[config.mk]
export PLATFORM = sky130hd
export DESIGN_NAME = tqvp_vga_write_scheduler
export DESIGN_NICKNAME = d
export VERILOG_FILES = /design/src/rtl/tqvp_vga_write_scheduler.sv
export SDC_FILE = /design/constraint.sdc
export NUM_CORES = 1
export LEC_CHECK = 0
export CORE_UTILIZATION = 55
export CTS_CLUSTER_SIZE = 30
export DETAILED_ROUTE_END_ITERATION = 10
export HOLD_SLACK_MARGIN = 0.06
export PLACE_DENSITY = 0.81
export SLEW_MARGIN = 20
export SYNTH_ARGS = -nofsm -noshare
export SYNTH_HDL_FRONTEND = slang
export SYNTH_SLANG_ARGS = --single-unit
[constraint.sdc]
create_clock -name clk -period 5.9 [get_ports clk]
set_clock_uncertainty 0.1 [all_clocks]
set_input_delay 1.18 -clock clk [delete_from_list [all_inputs] [get_ports clk]]
set_output_delay 1.18 -clock clk [all_outputs]
set_load 0.01 [all_outputs]
[src/rtl/tqvp_vga_write_scheduler.sv]
// tqvp_vga_write_scheduler: queues CPU register writes and releases them only inside a raster-safe window.
module tqvp_vga_write_scheduler #(
  parameter int DEPTH  = 4,
  parameter int ADDR_W = 6,
  parameter int DATA_W = 32
) (
  input  logic                     clk,
  input  logic                     rst,
  input  logic                     wr_valid,
  input  logic [ADDR_W-1:0]        wr_addr,
  input  logic [DATA_W-1:0]        wr_data,
  input  logic [1:0]               wr_size,
  output logic                     wr_ready,
  input  logic [1:0]               sync_mode,
  input  logic                     blank,
  input  logic                     vblank,
  input  logic                     fence_req,
  output logic                     fence_done,
  output logic                     commit_valid,
  output logic [ADDR_W-1:0]        commit_addr,
  output logic [DATA_W-1:0]        commit_data,
  output logic [1:0]               commit_size,
  output logic [$clog2(DEPTH):0]   level,
  output logic                     overflow
);
  localparam int AW = $clog2(DEPTH);
  localparam int LW = AW + 1;
  typedef enum logic [1:0] {IDLE, HOLD, DRAIN} state_e;
  typedef struct packed {
    logic [ADDR_W-1:0] a;
    logic [DATA_W-1:0] d;
    logic [1:0]        s;
  } ent_t;
  ent_t              mem_q [DEPTH];
  ent_t              commit_q;
  state_e            state_q, state_d;
  logic [AW-1:0]     wptr_q, rptr_q;
  logic [LW-1:0]     level_q, level_d;
  logic              win, push, pop, fire;
  logic              pend_q, pend_d, commit_valid_q, fence_done_q, overflow_q;
  assign level        = level_q;
  assign commit_valid = commit_valid_q;
  assign commit_addr  = commit_q.a;
  assign commit_data  = commit_q.d;
  assign commit_size  = commit_q.s;
  assign fence_done   = fence_done_q;
  assign overflow     = overflow_q;
  // state is non-IDLE exactly when entries are queued, so a pop needs only an open window
  always_comb begin
    win      = (sync_mode == 2'b00) | ((sync_mode == 2'b01) & blank) | ((sync_mode == 2'b10) & vblank);
    wr_ready = level_q != LW'(DEPTH);
    push     = wr_valid & wr_ready;
    pop      = (state_q != IDLE) & win;
    level_d  = level_q + LW'(push) - LW'(pop);
    state_d  = (level_d == '0) ? IDLE : (win ? DRAIN : HOLD);
    fire     = (pend_q | fence_req) & (level_q == '0) & ~push;
    pend_d   = ~fire & (pend_q | fence_req);
  end
  always_ff @(posedge clk)
    if (push) mem_q[wptr_q] <= '{a: wr_addr, d: wr_data, s: wr_size};
  always_ff @(posedge clk)
    if (rst) begin
      state_q        <= IDLE;
      level_q        <= '0;
      wptr_q         <= '0;
      rptr_q         <= '0;
      commit_valid_q <= 1'b0;
      commit_q       <= '0;
      fence_done_q   <= 1'b0;
      pend_q         <= 1'b0;
      overflow_q     <= 1'b0;
    end else begin
      state_q        <= state_d;
      level_q        <= level_d;
      wptr_q         <= wptr_q + AW'(push);
      rptr_q         <= rptr_q + AW'(pop);
      commit_valid_q <= pop;
      if (pop) commit_q <= mem_q[rptr_q];
      fence_done_q   <= fire;
      pend_q         <= pend_d;
      overflow_q     <= overflow_q | (wr_valid & ~wr_ready);
    end
endmodule

==> reports/metrics.yaml, run 1 <==
detailed_routing:
  routed_via_density: 5.589
  num_vias: 4091
  routed_wl_um: 14320
  wl_per_cell_um: 19.56
  drtIter0Drc: 208
  top_layer_used: "met4"
  wl_met2_um: 7604
  ant_nets: 0
  wl_met1_um: 5871
  dr_wl_met3_um: 643
  drc: 0
  drtPass1Iterations: 4
global_route:
  grt_overflow: 0
  grt_start_max_net_pins: 42
  antenna_found_initial: 0
  grt_first_pass_wirelength_um: 22450
  grt_pass1_vias: 4310
  grt_usage: 0.2013
clocking:
  cts_sinks: 213
  htreeDepth: 1
  clkLatencyLatePin_ns: 0.49
  cts_resized: 0
  cts_made_buffers: 21
  cts_buffer_depth: 3
  hold_buffers: 0
  cts_tree: "yes"
  ctsRootBufferMaster: "clkbuf_16"
  clk_pin_slew_ns: 0.06
  cts_setup_buffers: 0
critical_path:
  path_max_fanout: 4
  criticalPathCategory: "in2reg"
  worstPathArrival_ns: 3.56
  max_stage_delay_ns: 0.42
  crit_required_ns: 6.15
  cp_num_buf_inv: 3
  path_delay_family: "adder cells"
  crit_slowest_cell: "clkdlybuf4s50_1"
  startpoint_type: "input port"
  path_cells: "clkdlybuf4s50_1, nand2b_4, a211oi_4, ha_1, inv_1, ha_1, inv_1, fa_1, xor3_1, nor3b_1, a2111oi_1"
  worstSetupEndpointType: "flip-flop"
place:
  place_congestion: 0.7260
  post-dp-hpwl_um: 7934
  dp_cells: 694
  port_buffers: 94
timing:
  finalHoldViolCount: 0
  slew_headroom: 0.2701
  period_minus_slack_ns: 3.307
  setup_viol: 0
  worst_pin_slew_ns: 1.095
  setup_tns_ns: 0
  slew_violations: 0
  fmax_mhz: 302.3
  fin_crit_sh: 0.5606
  rsz0062_at_grt: "no"
job:
  maxCapViolations: 0
yosys:
  synth_nets: 491
  synth_edf_count: 160
  ys_seq_elements: 213
  synth_cell_types: 32
  syn_area_per_cell_um2: 18.33
  dominantRegCellSynth: "edfxtp_1"
  synth_area_um2: 8028
  synthCells: 438
  synth_async_sr_flop_share: 0
  seq_area_frac_synth: 0.7307
  ys_warn_count: 0
floorplanning:
  core_um2: 14040
  dieArea_um2: 15080
  start_util: 0.5717
  die_width_um: 122.8
  rows: 43
  ios: 95
  die_height_um: 122.8
power:
  power.total_mw: 4.098
  ir_drop_mv: 0.2607
  p_leak_nw: 3.168
  powerDensity_nw_per_um2: 418.4
layout:
  final_cells: 732
  drive_above_1_share: 0.2319
  area_growth_pct: 22.01
  nets: 590
  diodes: 0
outcome:
  outcome: "completed"
min_path:
  hold_class: "reg2reg"
final cells by class:
class / instances / area [um^2]
Clock buffer: 27 / 568.0
Clock inverter: 11 / 107.6
Fill cell: 878 / 4248
Inverter: 45 / 168.9
Multi-Input combinational cell: 157 / 1876
Sequential cell: 213 / 5871
Tap cell: 180 / 225.2
Timing Repair Buffer: 99 / 978.4
layer usage:
metal | vias to the layer above | global-route usage
li1 | 1872 | -
met1 | 2103 | 0.2521
met3 | 17 | 0.03950
met2 | 99 | 0.3578
met4 | 0 | 0.05259
met5 | - | 0
worst register-to-register path, delay by kind of cell, from the launching register on:
| family | cells | cell delay, ns |
|---|---|---|
| and+or+nand+nor | 3 | 0.71 |
| adders and majority gates | 3 | 0.79 |
| DFF | 1 | 0.41 |
| buffers and inverters | 2 | 0.10 |
| xor gates and xnor gates | 1 | 0.23 |
| AOI/OAI and AO/OA | 1 | 0.36 |
synthesized netlist by cell type, drive strengths merged (2+ instances only):
cell type,instances,area (um^2)
edfxtp,160,4805
ha,4,50.05
mux4,40,900.9
o22ai,40,494.2
clkinv,40,150.1
dfxtp,53,1061
nor2b,4,32.53
nor2,7,26.28
nor3,3,15.01
nor3b,4,30.03
clkbuf,6,22.52
nand2,41,153.9
xnor2,2,17.52
inv,5,18.77
buf,17,120.1
final timing paths:
path / startpoint / to / slack [ns] / cells past startpoint
worst min-delay path: commit_data[0] / commit_data[0] / 0.37 / 2
worst max register to register: level[2] / state_q[1] / 3.08 / 10
worst max-delay path: sync_mode[0] / state_q[1] / 2.59 / 11
worst min register to register: commit_data[0] / commit_data[0] / 0.37 / 2
power by group:
| part | total [mW] | internal (mW) | switching, mW |
|---|---|---|---|
| registers | 1.97 | 1.83 | 0.137 |
| logic | 0.833 | 0.444 | 0.389 |
| clock network | 1.29 | 0.768 | 0.524 |
| total | 4.10 | 3.05 | 1.05 |
placed cells by master (no fill, tap or decap), drive strengths merged, types with 3 or more instances in the layout:
master	instances
edfxtp	160
o22ai	40
dfxtp	53
ha	4
nor2b	4
nor3	3
nor3b	4
buf	5
clkdlybuf4s50	94
inv	6
mux4	40
clkbuf	27
nand2	41
clkinv	47
nor2	7
sequential cells by signal, summed over array words and instances, names as in the netlist:
register and flops:
commit_addr 6, wptr_q 2, pend_q 1, state_q 2
level 3, fence_done 1, commit_valid 1, overflow 1
mem_q 160, commit_data 32, rptr_q 2, commit_size 2
per-stage QoR:
step / cell area [um^2] / worst slack (ns) / util / hold slack, ns
after CTS: 9794 / 2.602 / 0.6975 / 0.3741
after floorplan: 8028 / 1.011 / - / 0.3891
after detailed placement: 9119 / 2.106 / 0.6494 / 0.3637
after global routing: 9794 / 2.523 / 0.6975 / 0.3904
after global placement: 9119 / 2.227 / 0.6494 / 0.3574
final: 9794 / 2.593 / 0.6975 / 0.3707
cells by family after synthesis:
family / Yosys count / synth area share
mux: 40 / 0.1122
compound gates: 45 / 0.06718
buf+inv: 68 / 0.03881
flops: 213 / 0.7307
fa+ha+maj: 5 / 0.008729
xor+xnor: 3 / 0.005143
simple gates: 64 / 0.03725
(Power assumes the default switching activity.)
==> inputs of run 2 (changes only) <==
clock period = 3.25 ns   (was 5.9 ns; I/O delays follow)
==> reports/metrics.yaml, run 2 (synthesis gave the netlist of run 1 again) <==
outcome:
  outcome: "completed"  # unchanged
layout:
  final_cells: 739  # was 732
  diodes: 0  # unchanged
  area_growth_pct: 23.13  # was 22.01%
  final_common_cell: "edfxtp_1"  # unchanged
  nFillCells: 891  # was 878
  drive_above_1_share: 0.2361  # was 0.2319
  post-route-util: 0.7039  # was 0.6975
  nets: 596  # was 590
  final_cell_mix: "edfxtp_1 (160), clkdlybuf4s50_1 (94), dfxtp_1 (51)"  # unchanged
  regMostFlops: "mem_q"  # unchanged
  largest_register_ffs: 160  # unchanged
  fin_area_um2: 9884  # was 9794 um^2
clocking:
  clk_pin_slew_ns: 0.06  # about the same
  cts_made_buffers: 22  # was 21
  clkLatencyLatePin_ns: 0.49  # about the same
  cts_sinks: 213  # unchanged
  cts_resized: 0  # unchanged
  hold_buffers: 0  # unchanged
  ctsRootBufferMaster: "clkbuf_16"  # unchanged
  cts_tree: "yes"  # unchanged
  htreeDepth: 1  # unchanged
  cts_setup_buffers: 0  # unchanged
  cts_buffer_depth: 3  # unchanged
detailed_routing:
  drc: 0  # unchanged
  num_vias: 4174  # was 4,091
  wl_per_cell_um: 19.95  # was 19.56 um
  drtIter0Drc: 299  # was 208
  drtPass1Iterations: 5  # was 4
  ant_nets: 0  # unchanged
  routed_via_density: 5.648  # was 5.589
  routed_wl_um: 14740  # was 14,320 um
timing:
  finalHoldViolCount: 0  # unchanged
  setup_viol: 0  # unchanged
  slew_headroom: 0.3996  # was 0.2701
  rsz0062_at_grt: "no"  # unchanged
  layout_setup_ws_ns: 0.5152  # was 2.593 ns
  fin_crit_sh: 0.8415
  fmax_mhz: 365.7
  slew_violations: 0  # unchanged
  period_minus_slack_ns: 2.735
  worst_pin_slew_ns: 0.8993  # was 1.095 ns
global_route:
  grt_overflow: 0  # unchanged
  grt_usage: 0.2045  # was 0.2013
  antenna_found_initial: 0  # unchanged
  grt_first_pass_wirelength_um: 22960  # was 22,450 um
  grt_start_max_net_pins: 42  # unchanged
  grt_pass1_vias: 4338  # was 4,310
place:
  place_congestion: 0.7156  # was 0.7260
  post-dp-hpwl_um: 8216  # was 7934 um
  dpl_cell_area_um2: 9219  # was 9119 um^2
  place_ws_ns: 0.003654  # was 2.106 ns
  port_buffers: 94  # unchanged
  dp_cells: 699  # was 694
critical_path:
  crit_cells: 11  # unchanged
  crit_slowest_cell: "clkdlybuf4s50_1"  # unchanged
  worstSetupEndpointType: "flip-flop"  # unchanged
  criticalPathCategory: "in2reg"  # unchanged
  path_cells: "clkdlybuf4s50_1, nand2b_4, a211oi_4, ha_1, inv_1, ha_1, inv_1, fa_1, xor3_1, nor3b_1, a2111oi_1"  # unchanged
  path_max_fanout: 4  # unchanged
  rr_worst_depth: 10  # unchanged
  worstPathArrival_ns: 3.00  # was 3.56 ns
  crit_required_ns: 3.52  # was 6.15 ns
  path_delay_family: "adder cells"  # unchanged
  startpoint_type: "input port"  # unchanged
  max_stage_delay_ns: 0.43  # was 0.42 ns
  cp_num_buf_inv: 3  # unchanged
min_path:
  hold_class: "reg2reg"  # unchanged
  whs_path_depth: 2  # unchanged
job:
  maxCapViolations: 0  # unchanged
floorplanning:
  start_util: 0.5717  # unchanged
  core_um2: 14040  # unchanged
  ios: 95  # unchanged
  die_height_um: 122.8  # unchanged
  dieArea_um2: 15080  # unchanged
  rows: 43  # unchanged
  die_width_um: 122.8  # unchanged
power:
  power.total_mw: 7.416  # was 4.098 mW
  ir_drop_mv: 0.4617  # was 0.2607 mV
  p_leak_nw: 3.212  # was 3.168 nW
  powerDensity_nw_per_um2: 750.3  # was 418.4 nW/um^2
run 2: changes by cell type in the layout (fill, tap and decap cells not counted):
cell	before	now
clkinv_1	43	45
buf_12	0	5
clkinv_2	4	5
clkbuf_16	21	23
clkbuf_1	4	5
bufinv_16	2	0
clkinvlp_4	1	0
inv_6	1	0
run 2: layout make-up:
| cell class | instances | area, um^2 | share of cell area |
|---|---|---|---|
| clock buffers | 30 | 621.8 | 0.06291 |
| clock inverters | 10 | 43.79 | 0.004430 |
| inverters | 45 | 168.9 | 0.01709 |
| multi-input cells | 157 | 1876 | 0.1897 |
| flip-flops and latches | 213 | 5871 | 0.5939 |
| well taps | 180 | 225.2 | 0.02278 |
| repair buffers | 104 | 1079 | 0.1091 |
run 2: final timing paths:
kind | slack, ns | from | to
setup / recovery | 0.52 | sync_mode[0] | state_q[1]
hold / removal | 0.38 | commit_addr[0] | commit_addr[0]
setup reg to reg | 0.69 | level[1] | state_q[1]
hold reg to reg | 0.38 | commit_addr[0] | commit_addr[0]
run 2: routing by layer:
layer	wire length, um	part of all wire	up-vias	global-route usage
met4	252	0.017	0	0.05945
li1	-	-	1880	-
met1	6190	0.42	2146	0.2700
met3	696	0.047	24	0.03625
met2	7602	0.52	124	0.3487
met5	0	0	-	0
run 2: power breakdown:
| part | internal, mW | leakage [nW] | switching (mW) |
|---|---|---|---|
| logic | 0.839 | 0.982 | 0.722 |
| registers | 3.33 | 1.90 | 0.248 |
| clock network | 1.33 | 0.331 | 0.946 |
run 2: worst register-to-register path: stages (launching register included):
cell	delay (ns)
dfxtp_1	0.37
or3b_1	0.41
nand2_1	0.11
ha_1	0.23
inv_1	0.06
ha_1	0.12
inv_1	0.04
fa_1	0.37
xor3_1	0.23
nor3b_1	0.07
a2111oi_1	0.32
run 2: stage by stage:
| step | hold slack, ns | setup TNS, ns |
|---|---|---|
| global placement | 0.3574 | 0 |
| CTS | 0.3847 | 0 |
| finish | 0.3819 | 0 |
| global route | 0.3921 | 0 |
| floorplan | 0.3891 | -127.25 |
| detailed placement | 0.3704 | 0 |
